--- config.mk ---
export PLATFORM = sky130hd
export DESIGN_NAME = fetch_unit_flat
export DESIGN_NICKNAME = d
export VERILOG_FILES = /design/src/rtl/fetch_pkg.sv /design/src/rtl/fetch_if.sv /design/src/rtl/fetch_skid_buf.sv /design/src/rtl/fetch_unit.sv /design/src/flat_wrapper.sv
export SDC_FILE = /design/constraint.sdc
export NUM_CORES = 1
export LEC_CHECK = 0
export CAP_MARGIN = 0
export CORE_MARGIN = 8
export CORE_UTILIZATION = 43
export CTS_CLUSTER_SIZE = 10
export DETAILED_ROUTE_END_ITERATION = 12
export GPL_ROUTABILITY_DRIVEN = 0
export PLACE_DENSITY = 0.84
export SYNTH_ARGS = -nofsm -noshare
export SYNTH_HDL_FRONTEND = slang
export SYNTH_SLANG_ARGS = --single-unit
--- constraint.sdc ---
create_clock -name clk -period 1.6 [get_ports clk]
set_input_delay 0.16 -clock clk [delete_from_list [all_inputs] [get_ports clk]]
set_output_delay 0.16 -clock clk [all_outputs]
set_load 0.03 [all_outputs]
--- src/rtl/fetch_pkg.sv ---
// Shared types and constants for the instruction fetch stage.
// Holds the FSM state type, instruction field positions and the default reset PC.
package fetch_pkg;

  typedef enum logic [1:0] {
    StBoot,
    StFetch,
    StHold
  } fetch_state_e;

  localparam int unsigned OpcodeLsb = 6;
  localparam int unsigned RsLsb     = 4;
  localparam int unsigned RtLsb     = 2;
  localparam int unsigned RdLsb     = 0;

  localparam int unsigned DefaultResetPc = 0;

endpackage

--- src/rtl/fetch_if.sv ---
// Instruction-memory request/response bus between the fetch unit and imem.
// Master is the fetch side; slave is the memory side.
interface fetch_if #(
  parameter int unsigned PC_WIDTH    = 8,
  parameter int unsigned INSTR_WIDTH = 8
);
  logic                   imem_req;
  logic [PC_WIDTH-1:0]    imem_addr;
  logic [INSTR_WIDTH-1:0] imem_rdata;
  logic                   imem_ready;

  modport master (
    output imem_req,
    output imem_addr,
    input  imem_rdata,
    input  imem_ready
  );

  modport slave (
    input  imem_req,
    input  imem_addr,
    output imem_rdata,
    output imem_ready
  );
endinterface

--- src/rtl/fetch_skid_buf.sv ---
// Single-entry skid register holding an instruction fetched while IF/ID was stalled.
// Clear takes priority over load.
module fetch_skid_buf #(
  parameter int unsigned Width = 8
) (
  input  logic             clk,
  input  logic             rst,
  input  logic             load_i,
  input  logic             clear_i,
  input  logic [Width-1:0] data_i,
  output logic [Width-1:0] data_o,
  output logic             full_o
);

  logic [Width-1:0] data_q, data_d;
  logic             full_q, full_d;

  always_comb begin
    data_d = data_q;
    full_d = full_q;
    if (clear_i) begin
      full_d = 1'b0;
    end else if (load_i) begin
      data_d = data_i;
      full_d = 1'b1;
    end
  end

  always_ff @(posedge clk or posedge rst) begin
    if (rst) begin
      data_q <= '0;
      full_q <= 1'b0;
    end else begin
      data_q <= data_d;
      full_q <= full_d;
    end
  end

  assign data_o = data_q;
  assign full_o = full_q;

endmodule

--- src/rtl/fetch_unit.sv ---
// Instruction fetch stage: drives imem requests, owns the PC and the IF/ID register,
// and parks an instruction in a skid buffer when the pipeline stalls mid-fetch.
module fetch_unit
  import fetch_pkg::*;
#(
  parameter int unsigned         PC_WIDTH    = 8,
  parameter int unsigned         INSTR_WIDTH = 8,
  parameter logic [PC_WIDTH-1:0] RESET_PC    = PC_WIDTH'(DefaultResetPc)
) (
  input  logic                   clk,
  input  logic                   rst,
  input  logic                   stall_i,
  input  logic                   branch_taken_i,
  input  logic [PC_WIDTH-1:0]    branch_target_i,
  fetch_if.master                imem,
  output logic [INSTR_WIDTH-1:0] if_id_instr_o,
  output logic [PC_WIDTH-1:0]    if_id_pc_o,
  output logic                   if_id_valid_o,
  output logic [1:0]             id_rs_o,
  output logic [1:0]             id_rt_o
);

  fetch_state_e           state_q, state_d;
  logic [PC_WIDTH-1:0]    pc_q, pc_d;
  logic [INSTR_WIDTH-1:0] instr_q, instr_d;
  logic [PC_WIDTH-1:0]    ifpc_q, ifpc_d;
  logic                   valid_q, valid_d;
  logic                   skid_load, skid_clear, skid_full;
  logic [INSTR_WIDTH-1:0] skid_data;
  logic                   req;

  fetch_skid_buf #(
    .Width (INSTR_WIDTH)
  ) u_skid (
    .clk     (clk),
    .rst     (rst),
    .load_i  (skid_load),
    .clear_i (skid_clear),
    .data_i  (imem.imem_rdata),
    .data_o  (skid_data),
    .full_o  (skid_full)
  );

  always_comb begin
    state_d    = state_q;
    pc_d       = pc_q;
    instr_d    = instr_q;
    ifpc_d     = ifpc_q;
    valid_d    = valid_q;
    skid_load  = 1'b0;
    skid_clear = 1'b0;
    req        = 1'b0;
    unique case (state_q)
      StBoot: state_d = StFetch;
      StFetch: begin
        req = 1'b1;
        if (branch_taken_i) begin
          // Redirect wins; the response arriving this cycle belongs to the wrong path.
          pc_d       = branch_target_i;
          valid_d    = 1'b0;
          skid_clear = 1'b1;
        end else if (imem.imem_ready && !stall_i) begin
          instr_d = imem.imem_rdata;
          ifpc_d  = pc_q;
          valid_d = 1'b1;
          pc_d    = pc_q + PC_WIDTH'(1);
        end else if (imem.imem_ready) begin
          skid_load = 1'b1;
          state_d   = StHold;
        end else if (!stall_i) begin
          valid_d = 1'b0;
        end
      end
      StHold: begin
        if (branch_taken_i) begin
          pc_d       = branch_target_i;
          valid_d    = 1'b0;
          skid_clear = 1'b1;
          state_d    = StFetch;
        end else if (!stall_i) begin
          instr_d    = skid_data;
          ifpc_d     = pc_q;
          valid_d    = 1'b1;
          pc_d       = pc_q + PC_WIDTH'(1);
          skid_clear = 1'b1;
          state_d    = StFetch;
        end
      end
      default: state_d = StBoot;
    endcase
  end

  always_ff @(posedge clk or posedge rst) begin
    if (rst) begin
      state_q <= StBoot;
      pc_q    <= RESET_PC;
      instr_q <= '0;
      ifpc_q  <= '0;
      valid_q <= 1'b0;
    end else begin
      state_q <= state_d;
      pc_q    <= pc_d;
      instr_q <= instr_d;
      ifpc_q  <= ifpc_d;
      valid_q <= valid_d;
    end
  end

  assign imem.imem_req  = req;
  assign imem.imem_addr = pc_q;
  assign if_id_instr_o  = instr_q;
  assign if_id_pc_o     = ifpc_q;
  assign if_id_valid_o  = valid_q;
  assign id_rs_o        = valid_q ? instr_q[RsLsb +: 2] : 2'b00;
  assign id_rt_o        = valid_q ? instr_q[RtLsb +: 2] : 2'b00;

endmodule
--- src/flat_wrapper.sv ---
// flat-port wrapper written by rule: the top's interface ports become plain ports
module fetch_unit_flat import fetch_pkg::*;
#(
  parameter int unsigned         PC_WIDTH    = 8,
  parameter int unsigned         INSTR_WIDTH = 8,
  parameter logic [PC_WIDTH-1:0] RESET_PC    = PC_WIDTH'(DefaultResetPc)
)
  (clk, rst, stall_i, branch_taken_i, branch_target_i, if_id_instr_o, if_id_pc_o, if_id_valid_o, id_rs_o, id_rt_o, imem_imem_req, imem_imem_addr, imem_imem_rdata, imem_imem_ready);
  fetch_if #(.PC_WIDTH(PC_WIDTH), .INSTR_WIDTH(INSTR_WIDTH)) imem_i ();
  input  logic clk;
  input  logic rst;
  input  logic stall_i;
  input  logic branch_taken_i;
  input  logic [PC_WIDTH-1:0] branch_target_i;
  output logic [INSTR_WIDTH-1:0] if_id_instr_o;
  output logic [PC_WIDTH-1:0] if_id_pc_o;
  output logic if_id_valid_o;
  output logic [1:0] id_rs_o;
  output logic [1:0] id_rt_o;
  output wire logic [$bits(imem_i.imem_req)-1:0] imem_imem_req;
  output wire logic [$bits(imem_i.imem_addr)-1:0] imem_imem_addr;
  input wire logic [$bits(imem_i.imem_rdata)-1:0] imem_imem_rdata;
  input wire logic [$bits(imem_i.imem_ready)-1:0] imem_imem_ready;
  assign imem_imem_req = imem_i.imem_req;
  assign imem_imem_addr = imem_i.imem_addr;
  assign imem_i.imem_rdata = imem_imem_rdata;
  assign imem_i.imem_ready = imem_imem_ready;
  fetch_unit #(.PC_WIDTH(PC_WIDTH), .INSTR_WIDTH(INSTR_WIDTH), .RESET_PC(RESET_PC)) u_core (.clk(clk), .rst(rst), .stall_i(stall_i), .branch_taken_i(branch_taken_i), .branch_target_i(branch_target_i), .imem(imem_i), .if_id_instr_o(if_id_instr_o), .if_id_pc_o(if_id_pc_o), .if_id_valid_o(if_id_valid_o), .id_rs_o(id_rs_o), .id_rt_o(id_rt_o));
endmodule
* Word level (Yosys, flattened, before mapping)
Cells that the tools add are included.
Widths: inputs -> output; s select.
** Storage, ports and cells
- Input port bits :: 21
- Output and inout bits :: 30
- Word-level logic and storage cells :: 68
- Bits in registers :: 35
** Operators by class
- Reduce and logical (&&, ||, !) cells :: 9
- Mux-type cells :: 39
- Add/subtract/negate cells :: 1
- Bitwise gates (word level) :: 1
- Equality and inequality tests :: 12
** Operators with widths (number)
- $mux 8 :: 12
- $pmux 8 s2 :: 3
- $mux 1 :: 14
- $mux 2 :: 7
- $ne 2x2->1 const B :: 5
- $add 8x1->8 const B :: 1
- $ne 4x3->1 const B :: 2
- $reduce_and 4->1 :: 2
- $pmux 2 s3 :: 1
- $reduce_and 5->1 :: 1
- $pmux 1 s2 :: 2
- $ne 3x2->1 const B :: 1
- $ne 3x3->1 const B :: 1
- $reduce_and 3->1 :: 1
- $eq 2x1->1 const B :: 1
- $eq 2x2->1 const B :: 1
- $logic_not 2->1 :: 1
- $ne 2x1->1 const B :: 1
- $reduce_and 2->1 :: 1
- $reduce_bool 2->1 :: 1
- $logic_and 1x1->1 :: 1
- $logic_not 1->1 :: 1
- $not 1->1 :: 1

* Depth between registers and ports, before layout
- Word-level depth :: 6
- Gate-level depth with buffers :: 7
- Mapped depth without buffers :: 6

* Modules after synthesis
From an unflattened synthesis, not the netlist that was laid out.
** Second synthesis, totals
- Cells, all modules :: 153
- Area, all modules :: 1915.6 um^2
** By module, submodules not included
- fetch_unit :: cells each 131, times used 1, seq. area each 675.6 um^2, area an instance 1534.0 um^2
- fetch_skid_buf :: cells each 22, times used 1, seq. area each 225.2 um^2, area an instance 381.6 um^2

* Least setup slack after synthesis
OpenSTA, ideal clock, no wires.
- Path kind :: register -> register
- Start point :: register u_core.state_q[1]
- End point :: register u_core.ifpc_q[3] (netlist: u_core.if_id_pc_o[3])
- Setup slack :: -101 ps
- Path buffers :: 1
- Period minus slack after synthesis :: 1701 ps
- Library setup time :: 125 ps
- Arrival time :: 1576 ps
- Stages on the path, launching flop included :: 7
- Data required time :: 1475 ps
- Cells stage by stage :: dfrtp_1 > inv_1 > ha_1 > and4bb_1 > a31oi_4 > buf_6 > mux2_4
** On the way
- Cells in the longest elaborated chain, start to end :: 3
- Elaborated cells between the ends (all ways) :: 9
** RTL lines
- start: declaration :: RTL line fetch_unit.sv:23 : fetch_state_e state_q, state_d;
- start signal: assignment :: RTL line fetch_unit.sv:95 : state_q <= StBoot;
- start signal: assignment :: RTL line fetch_unit.sv:101 : state_q <= state_d;
- $eq 2x1->1 or $eq 2x2->1 (tied branches) :: RTL line fetch_unit.sv:53 : unique case (state_q)
- $ne 2x1->1 (no line) (tied with other cells)
- $reduce_and 5->1 (no line)
- end signal: assignment :: RTL line fetch_unit.sv:104 : ifpc_q <= ifpc_d;
- end: declaration :: RTL line fetch_unit.sv:26 : logic [PC_WIDTH-1:0] ifpc_q, ifpc_d;
Parallel ways exist; a longest one is shown, timed or not.
A chain may end at the register's enable or synchronous reset.

* Worst setup path after layout
- Start point :: register u_core.state_q[1]
- End point :: register u_core.pc_q[2] (netlist: u_core.imem.imem_addr[2])
** On the way
- Cells in the longest elaborated chain, start to end :: 3
- Elaborated cells between the ends (all ways) :: 7
** RTL lines
- $eq 2x1->1 or $eq 2x2->1 (tied branches) :: RTL line fetch_unit.sv:53
- $ne 3x2->1 (no line) (tied with other cells)
- $reduce_and 3->1 (no line)
- end signal: assignment :: RTL line fetch_unit.sv:102 : pc_q <= pc_d;
- end: declaration :: RTL line fetch_unit.sv:24 : logic [PC_WIDTH-1:0] pc_q, pc_d;
Parallel ways exist; a longest one is shown, timed or not.

==> out/results.ini <==
[worst_setup_path]
timing.rr.end = u_core.imem.imem_addr[2]
start_kind = register
rr_startpoint = u_core.state_q[1]
critical_path.top_delay_family = compound AO/OA/AOI/OAI gates
path_max_fanout = 8
crit_type = register to register
slowest_delay_ns = 0.45
critPathRequiredTime_ns = 1.82
cp_num_buf_inv = 3
critPathCaptureType = register
worst-r2r-cell-count = 7
cp.arrival_ns = 1.86
cp_common_cell = o21ai_1
slowest_stage = o311ai_4
crit_chain = inv_2, ha_4, inv_1, o311ai_4, buf_4, o21ai_1, o21ai_1
reg2reg_slack_ns = -0.04

[power_and_ir_drop]
p_seq_frac = 0.296
ir_worst_vdd_mv = 1.10
leakage_nw = 1.23
comb_power_share = 0.581
p_sw_mw = 2.42
p_int_mw = 3.32
power_density_nw_per_um2 = 2130
power.clock.fraction = 0.122
p_sw_frac = 0.422

[layout]
nFillCells = 306
fin_nets = 260
drive_above_1_share = 0.266
syn_to_final_growth_pct = 50.4
antennaDiodeCount = 0
finish.instance_area_sq_um = 2700

[placed_design]
numPortBuffers = 50
placed_cell_area_sq_um = 2480
hpwl_mm = 3.22

[logic_synthesis]
synth_warnings = 0
synth_top_area_cell = dfrtp_1
synth_cells = 158
async_flop_share = 1.00
synthMostInstantiatedCell = dfrtp_1
yosys-top-cells-count = dfrtp_1 (35), o21ai_0 (18), mux2_2 (14)
ys_ff_latch = 35
synth_edf_count = 0
ys_seq_area_frac = 0.488
synth_cell_type_count = 34
synth_top_area_frac = 0.488
syn_nets = 186
avgSynthCellArea_sq_um = 11.3
synthTopCellsByArea = dfrtp_1 (49%), mux2_2 (8.8%), mux2i_1 (5.6%), o21ai_0 (5.0%), ha_1 (4.9%)
netlist_area_sq_um = 1790
ys.flop_type = dfrtp_1

[routing]
wire_per_inst_um = 16.9
route.detailed.drc = 0
vias = 1501
viasPerCell = 5.30
dr.first_iter.drc_count = 64
drtPass1Iterations = 4
ant_nets = 0
routed_wirelength_mm = 4.79

[run]
maxCapViolCount = 0

[timing]
fmax_mhz = 611
drv_slew = 0
grt_setup_unrepaired = true
relSlewSlack = 0.698
clock_skew_ns = 0.00414
period_minus_slack_ns = 1.64
worst_slack_ns = -0.0371
hold_viol = 0
setup_viol = 9
fin_crit_sh = 1.02
tightest_slew_ns = 0.454
finalSetupTns_ns = -0.164

[clocking]
cts-root-buf = clkbuf_8
clkTransAtPathRegs_ns = 0.07
clkLatencyLatePin_ns = 0.29
cts_buffer_depth = 2
cts_tree = done
cts-buffers-inserted = 5
clock_sinks = 35
cts_hold_buf = 0
htree_levels = 2

[outcome]
violations = setup timing
status = finished with violations

[die]
initial_utilization = 0.448
coreArea_sq_um = 4000
die_w_um = 80.6
io-pin-count = 51
num_rows = 23
die_area_sq_um = 6490
die_h_um = 80.6

[grt]
grt_overflow_total = 0
grt_max_degree = 36
antenna_found_initial = 0
grt_pass1_wl_mm = 7.80
grt_pass1_vias = 1552
track_usage = 0.156

[hold_path]
holdCritPathClass = primary input to async pin

==> metal layers <==
layer | track usage | vias to the layer above | wire, um
met2 | 0.250 | 55 | 2390
met3 | 0.0435 | 11 | 298
met5 | 0 | - | 0
met4 | 0.0818 | 0 | 116
met1 | 0.186 | 715 | 1990
li1 | - | 720 | -
==> logic make-up (layout without fill, tap and decap cells) <==
group                    after synthesis  after routing  share of synthesized area
AND/OR/NAND/NOR                       40             40                      0.119
buffers and inverters                 11             85                     0.0328
adder cells (fa/ha/maj)                7              7                     0.0488
AO/OA/AOI/OAI                         37             38                      0.134
multiplexers                          28             28                      0.177
flip-flops                            35             35                      0.488
==> worst reg2reg max path: cells and delay by family, from the launching register on <==
family	cells	cell delay, ns
flops	1	0.43
compound gates	3	0.59
fa+ha+maj	1	0.14
buf+inv	3	0.41
==> final cells by class <==
class                   count  area [sq um]  area share
clock buffers               8           100      0.0371
flip-flops and latches     35           878       0.326
inverters                   4          17.5     0.00650
well taps                  50          62.6      0.0232
repair buffers             73           698       0.259
multi-input cells         113           940       0.348
==> per-stage QoR <==
step	power [mW]	hold slack [ns]	cells	worst slack [ns]	util
after global routing	6.10	0.317	283	-0.130	0.674
final	5.75	0.273	283	-0.0371	0.674
after global placement	4.67	0.460	270	-0.131	0.619
after detailed placement	4.77	0.468	270	-0.169	0.619
after floorplan	3.49	0.311	158	-0.0259	-
after CTS	5.67	0.282	281	-0.0136	0.664
==> power by group through the flow <==
stage	clock network [mW]	logic, mW	registers (mW)
floorplan	0	1.28	2.21
global placement	0	3.00	1.68
global route	0.759	3.56	1.78
CTS	0.725	3.26	1.69
finish	0.703	3.34	1.70
detailed placement	0	3.06	1.70
==> cells in the final DEF (no fill, tap or decap), drive strengths merged <==
cell	Yosys	final
nor3b	1	1
nand2b	1	1
dlygate4sd2	0	9
nand2	11	11
o21bai	2	2
nand3	5	5
nor2	7	7
nand3b	1	1
and4bb	1	1
and4	2	2
dfrtp	35	35
a21oi	5	5
and2	4	4
dlymetal6s2s	0	3
or3	1	1
nor3	2	2
o2bb2ai	1	1
and3	1	1
clkbuf	2	8
a32oi	1	1
a31oi	3	3
o21ai	23	23
ha	7	7
inv	4	4
clkdlybuf4s50	0	37
mux2i	10	10
a22oi	1	1
nor2b	2	2
buf	5	24
mux2	18	18
nand4b	1	1
o311ai	1	2
==> registers in the layout, summed over array words and instances (netlist names) <==
name                   count
u_core.if_id_instr_o       8
u_core.if_id_pc_o          8
u_core.imem.imem_addr      8
u_core.u_skid.data_o       8
u_core.state_q             2
u_core.if_id_valid_o       1
==> worst max-delay path by stage <==
| stage | slack [ns] | start | end | depth (start not counted) |
|---|---|---|---|---|
| after global routing | -0.13 | u_core.state_q[1] | u_core.imem.imem_addr[7] | 6 |
| after global placement | -0.13 | branch_taken_i | u_core.imem.imem_addr[7] | 5 |
| final | -0.04 | u_core.state_q[1] | u_core.imem.imem_addr[2] | 7 |
| after detailed placement | -0.17 | branch_taken_i | u_core.imem.imem_addr[0] | 5 |
| after floorplan | -0.03 | u_core.state_q[1] | u_core.if_id_pc_o[3] | 6 |
| after CTS | -0.01 | u_core.state_q[0] | u_core.if_id_pc_o[1] | 5 |
==> repair_timing <==
item / in CTS / in global routing
pin swaps: 4 / 2
cloned: 1 / 0
buffers inserted: 2 / 2
endpoints found under the setup margin: 28 / 29
gates resized for setup: 21 / 10
Note: power is estimated with default switching activity, not from simulation.
